$ cat src/rtl/pwm_pkg.sv
// pwm_pkg: shared constants, mode type and address-width helper for the PWM blocks
package pwm_pkg;

    localparam int ADDR_PERIOD = 0;

    typedef enum logic {
        MODE_EDGE   = 1'b0,
        MODE_CENTER = 1'b1
    } pwm_mode_e;

    function automatic int addr_width(input int channels);
        return (channels < 1) ? 1 : $clog2(channels + 1);
    endfunction

endpackage

$ cat src/rtl/pwm_strobe_sync.sv
// pwm_strobe_sync: two-flop synchroniser for an asynchronous strobe plus registered rising-edge pulse
module pwm_strobe_sync (
    input  logic clk_i,
    input  logic rst_ni,
    input  logic strobe_i,
    output logic rise_o
);

    logic meta_q;
    logic sync_q;
    logic prev_q;
    logic rise_q;

    // synchronise the strobe and emit a one-cycle pulse on its 0->1 transition
    always_ff @(posedge clk_i or negedge rst_ni) begin
        if (!rst_ni) begin
            meta_q <= 1'b0;
            sync_q <= 1'b0;
            prev_q <= 1'b0;
            rise_q <= 1'b0;
        end else begin
            meta_q <= strobe_i;
            sync_q <= meta_q;
            prev_q <= sync_q;
            rise_q <= sync_q & ~prev_q;
        end
    end

    assign rise_o = rise_q;

endmodule

$ cat src/rtl/pwm_multi.sv
// pwm_multi: multi-channel PWM with a shared period counter and period-boundary shadow reload
module pwm_multi
    import pwm_pkg::*;
#(
    parameter int WIDTH       = 16,
    parameter int CHANNELS    = 4,
    parameter int RELOAD_LEAD = 10
) (
    input  logic                            refClk,
    input  logic                            nRst,
    input  logic                            enable,
    input  logic                            centerMode,
    input  logic                            wrStrobe,
    input  logic [addr_width(CHANNELS)-1:0] wrAddr,
    input  logic [WIDTH-1:0]                data,
    output logic [CHANNELS-1:0]             outPwm,
    output logic                            outEventCnt,
    output logic                            outPeriodStart
);

    localparam int             AW   = addr_width(CHANNELS);
    localparam int             WP1  = WIDTH + 1;
    localparam logic [WIDTH:0] LEAD = WP1'(RELOAD_LEAD);

    logic                wr_rise;
    logic [WIDTH-1:0]    sh_period_q;
    logic [WIDTH-1:0]    sh_duty_q [CHANNELS];
    logic [WIDTH-1:0]    act_period_q;
    logic [WIDTH-1:0]    act_duty_q [CHANNELS];
    pwm_mode_e           mode_q;
    logic [WIDTH-1:0]    cnt_q, cnt_d;
    logic                dir_q, dir_d;
    logic [CHANNELS-1:0] pwm_q, pwm_d;
    logic                event_q, event_d;
    logic                start_q, start_d;
    logic                center;
    logic                last;
    logic                reload;
    logic [WIDTH:0]      span;
    logic [WIDTH:0]      rem;

    pwm_strobe_sync u_sync (
        .clk_i    (refClk),
        .rst_ni   (nRst),
        .strobe_i (wrStrobe),
        .rise_o   (wr_rise)
    );

    // host writes land in the shadow bank only; out-of-range addresses match nothing
    always_ff @(posedge refClk or negedge nRst) begin
        if (!nRst) begin
            sh_period_q <= '0;
            for (int i = 0; i < CHANNELS; i++) sh_duty_q[i] <= '0;
        end else if (wr_rise) begin
            if (wrAddr == AW'(ADDR_PERIOD)) sh_period_q <= data;
            for (int i = 0; i < CHANNELS; i++)
                if (wrAddr == AW'(i + 1)) sh_duty_q[i] <= data;
        end
    end

    // center mode with a zero period degenerates to edge mode
    assign center = (mode_q == MODE_CENTER) && (act_period_q != '0);
    assign last   = center ? (cnt_q == WIDTH'(1)) && (dir_q || act_period_q == WIDTH'(1))
                           : (cnt_q >= act_period_q);
    // while disabled the active bank tracks the shadow so a restart uses fresh values
    assign reload = !enable || last;

    // copy shadow to active on the period boundary so a running period is never torn
    always_ff @(posedge refClk or negedge nRst) begin
        if (!nRst) begin
            act_period_q <= '0;
            mode_q       <= MODE_EDGE;
            for (int i = 0; i < CHANNELS; i++) act_duty_q[i] <= '0;
        end else if (reload) begin
            act_period_q <= sh_period_q;
            mode_q       <= pwm_mode_e'(centerMode);
            act_duty_q   <= sh_duty_q;
        end
    end

    // counter walks up (and in center mode back down), restarting at 0 after the last cycle
    always_comb begin
        cnt_d = cnt_q + WIDTH'(1);
        dir_d = dir_q;
        if (reload) begin
            cnt_d = '0;
            dir_d = 1'b0;
        end else if (center && dir_q) begin
            cnt_d = cnt_q - WIDTH'(1);
        end else if (center && cnt_q >= act_period_q) begin
            cnt_d = act_period_q - WIDTH'(1);
            dir_d = 1'b1;
        end
    end

    // counter and direction state
    always_ff @(posedge refClk or negedge nRst) begin
        if (!nRst) begin
            cnt_q <= '0;
            dir_q <= 1'b0;
        end else begin
            cnt_q <= cnt_d;
            dir_q <= dir_d;
        end
    end

    // span is the index of the last cycle, rem the cycles still to go until it
    assign span = center ? {act_period_q, 1'b0} - WP1'(1) : {1'b0, act_period_q};
    assign rem  = !center ? {1'b0, act_period_q} - {1'b0, cnt_q}
                : dir_q   ? {1'b0, cnt_q} - WP1'(1)
                :           span - {1'b0, cnt_q};

    assign event_d = enable && ((span < LEAD) ? (cnt_q == '0) : (rem == LEAD));
    assign start_d = enable && (cnt_q == '0);

    for (genvar k = 0; k < CHANNELS; k++) begin : g_ch
        assign pwm_d[k] = enable && (cnt_q < act_duty_q[k]);
    end

    // register all outputs so pulses line up with the matching outPwm cycle
    always_ff @(posedge refClk or negedge nRst) begin
        if (!nRst) begin
            pwm_q   <= '0;
            event_q <= 1'b0;
            start_q <= 1'b0;
        end else begin
            pwm_q   <= pwm_d;
            event_q <= event_d;
            start_q <= start_d;
        end
    end

    assign outPwm         = pwm_q;
    assign outEventCnt    = event_q;
    assign outPeriodStart = start_q;

endmodule

$ cat config.mk
export PLATFORM = sky130hd
export DESIGN_NAME = pwm_multi
export DESIGN_NICKNAME = d
export VERILOG_FILES = /design/src/rtl/pwm_pkg.sv /design/src/rtl/pwm_strobe_sync.sv /design/src/rtl/pwm_multi.sv
export SDC_FILE = /design/constraint.sdc
export NUM_CORES = 1
export LEC_CHECK = 0
export ABC_AREA = 1
export CAP_MARGIN = 20
export CELL_PAD_IN_SITES_DETAIL_PLACEMENT = 0
export CELL_PAD_IN_SITES_GLOBAL_PLACEMENT = 1
export CORE_MARGIN = 10
export CORE_UTILIZATION = 47
export DETAILED_ROUTE_END_ITERATION = 10
export PLACE_DENSITY_LB_ADDON = 0.1
export SLEW_MARGIN = 10
export SYNTH_ARGS = -nofsm -noshare
export SYNTH_HDL_FRONTEND = slang
export SYNTH_SLANG_ARGS = --single-unit
$ cat constraint.sdc
create_clock -name refClk -period 3.95 [get_ports refClk]
set_input_delay 0.395 -clock refClk [delete_from_list [all_inputs] [get_ports refClk]]
set_output_delay 0.395 -clock refClk [all_outputs]
set_load 0.01 [all_outputs]
==> metrics <==
Placer Congestion=~1; layout net count=roughly 1800; post-synthesis sequential element count=188; status=complete, no violations; Placed Cells=1943; Root Buffer=clkbuf_16; post-DR wirelength/cell=approximately 17 um; CP delay by family, top=simple AND/OR/NAND/NOR gates; Total Power=13.2 mW; Cell Pwr Density=roughly 980 mW/mm^2; Cell Int Power=roughly 6.4 mW; hold crit path type=in -> async; maximum vdd ir drop=0.343 mV; Final Hold Viols=0; min Tclk post-route=~3.6 ns; Layout area overhead=11.0%; Non-Filler Instances=1976; first-pass GRT wire length=55.6 mm; DR vias=10323; CTS tree=built; DPL Wire Length=26.3 mm; GRT Util Overall=21.2%; Cell Area, Synth=0.0121 mm^2; Yosys top cell by area=dfrtp_1; DRT Pass-1 Iters=5; register clock-pin slew on the reported worst setup and hold paths=0.08 ns; Vias/cell=approximately 5.2; post-synth top area share=38.8%; CTS H-Tree Depth=4; syn nets=1722; DRC=0; f_max=approximately 0.28 GHz; vias in the first global route=9937; Buffers & Inverters on Critical Path=4; clock tree sinks=188; CP Launch Type=flip-flop; Critical Path End Type=flip-flop; net load switching power=6.86 mW; die area=0.0326 mm^2; total of max-cap violations=0; Buffers on Ports=29; most frequent CP cell=nand2_1; die height=around 180 um; Hold-fix buffers, CTS=0; initial DRC count=937; clock share of power=13.8%; met1 wire length=17.1 mm; Post-Syn Instances=about 1600; Setup TNS=0 ns; crit-path max FO=24; largest net degree at the start of global routing=104; Max clock buf depth=2; Setup violations, final=0; sequential-to-total area share from yosys stat=38.8%; # diodes=0; RSZ-0062 raised after global routing=false; Worst slew margin=39.9%; Comb pwr share=64.4%; register share of total power=21.8%; io pins=30; Area contributors post-synth=dfrtp_1 (39%), nand2_1 (15%), ha_1 (10%), inv_1 (6.3%), o21ai_0 (5.7%); Hold Slack=0.00587 ns; WL met3=1.37 mm; Routed WL=34.3 mm; Multi-input gate area=between 0.006 and 0.007 mm^2; Initial Utilization=48.0%; highest routed layer=met4; core area=approximately 0.025 mm^2; WP data required=4.33 ns; CP arrival=3.95 ns; Clock Latency Late Sink=0.45 ns; FF/Latch Area=~0.0047 mm^2; worst slew pin tran=between 0.9 and 1 ns; leakage power=roughly 6.9 nW; Slew Viols, Final=0; GRT overflow=0; Fillers=approximately 2500; Placement Rows=58; Layout Skew=0.0240 ns; kind of critical path=reg -> reg; Post-Syn Area per Cell=7.59 um^2; Sw Ratio=51.9%; max incr delay on CP=0.45 ns; Final period util=between 90% and 100%; yosys warns=0; WL met2=15.2 mm; Distinct cells, synth=43; number of routed nets with antenna violations=0; layout cells sized above 1=7.90%; CP max stage cell=dfrtp_1; CTS Buf Count=17; Die Span X=roughly 180 um; initial antenna violation count=0
==> power groups by stage <==
stage | clock network (mW) | registers, mW | logic (mW)
6_report | 1.83 | 2.88 | 8.52
5_1_grt | 1.95 | 2.94 | 9.69
4_1_cts | 1.86 | 2.87 | 8.44
3_5_place_dp | 0 | 2.91 | 8.38
3_3_place_gp | 0 | 2.89 | 8.37
2_1_floorplan | 0 | 2.85 | 6.30
==> cell usage in the layout (no fill, tap or decap), types with 29 or more instances in the layout <==
master | synthesis | final
a21oi_1 | 61 | 61
o21ai_2 | 40 | 40
nand2_1 | 481 | 480
inv_1 | 205 | 204
nand3_1 | 69 | 68
o21ai_0 | 137 | 137
xor2_1 | 33 | 33
dfrtp_1 | 188 | 188
nor2_1 | 123 | 123
buf_4 | 3 | 29
ha_1 | 98 | 98
==> cell usage after synthesis, drive strengths merged <==
cell type / instances
dfrtp: 188
clkinv: 1
nor4: 2
o2111ai: 1
o221ai: 2
o31ai: 1
fa: 2
nor3: 13
nand3b: 10
ha: 98
nor2: 127
nand3: 69
and2: 4
a41oi: 1
a21oi: 62
xnor2: 4
o21a: 3
a2111o: 1
xor2: 33
inv: 208
buf: 25
o211ai: 10
nand4: 19
a211oi: 5
and3: 1
a21boi: 4
clkbuf: 21
nand2: 489
o21ai: 194
==> worst paths after layout <==
kind / from / slack, ns / to / cells after the start
max reg2reg: act_period_q[1] / 0.38 / outEventCnt / 26
min reg2reg: u_sync.meta_q / 0.37 / u_sync.sync_q / 0
max in group asynchronous: nRst / 2.96 / outPwm[0] / 2
min in group refClk: u_sync.meta_q / 0.37 / u_sync.sync_q / 0
min: nRst / 0.006 / sh_duty_q[42] / 1
max: act_period_q[1] / 0.38 / outEventCnt / 26
==> registers in the layout, indices dropped and copies added, names as in the netlist <==
signal,flops
sh_duty_q,64
mode_q,1
act_period_q,16
u_sync.prev_q,1
sh_period_q,16
u_sync.sync_q,1
cnt_q,16
u_sync.rise_o,1
act_duty_q,64
dir_q,1
outEventCnt,1
outPeriodStart,1
outPwm,4
u_sync.meta_q,1
==> stage by stage <==
step	instance area [um^2]	utilization (%)	setup slack (ns)
after floorplan	12100	-	0.865
after global placement	12800	50.7	0.468
after detailed placement	12800	50.7	0.377
after CTS	13400	53.1	0.338
after global routing	13500	53.3	0.00997
final	13500	53.3	0.381
==> layer usage <==
layer  GRT usage [%]  up-vias
met5               0        -
met4            5.84        0
met3            3.29       44
met2            32.7      217
met1            30.0     4853
li1                -     5209
==> repair_timing <==
| action | in CTS | in global routing |
|---|---|---|
| endpoints found under the setup margin | 0 | 1 |
| setup buffers | 0 | 0 |
| gates resized for setup | 0 | 3 |
==> cells by family after synthesis <==
family | share of synthesized area [%]
simple gates | 25.1
compound gates | 13.8
buf+inv | 9.14
flops | 38.8
fa+ha+maj | 10.4
xor+xnor | 2.67
==> area by class of cell <==
type	count	area share [%]
inverters	209	5.85
well taps	330	3.07
clock buffers	17	3.16
repair buffers	62	4.45
multi-input cells	1155	47.0
clock inverters	15	1.48
flip-flops and latches	188	35.0
(Power assumes the default switching activity.)
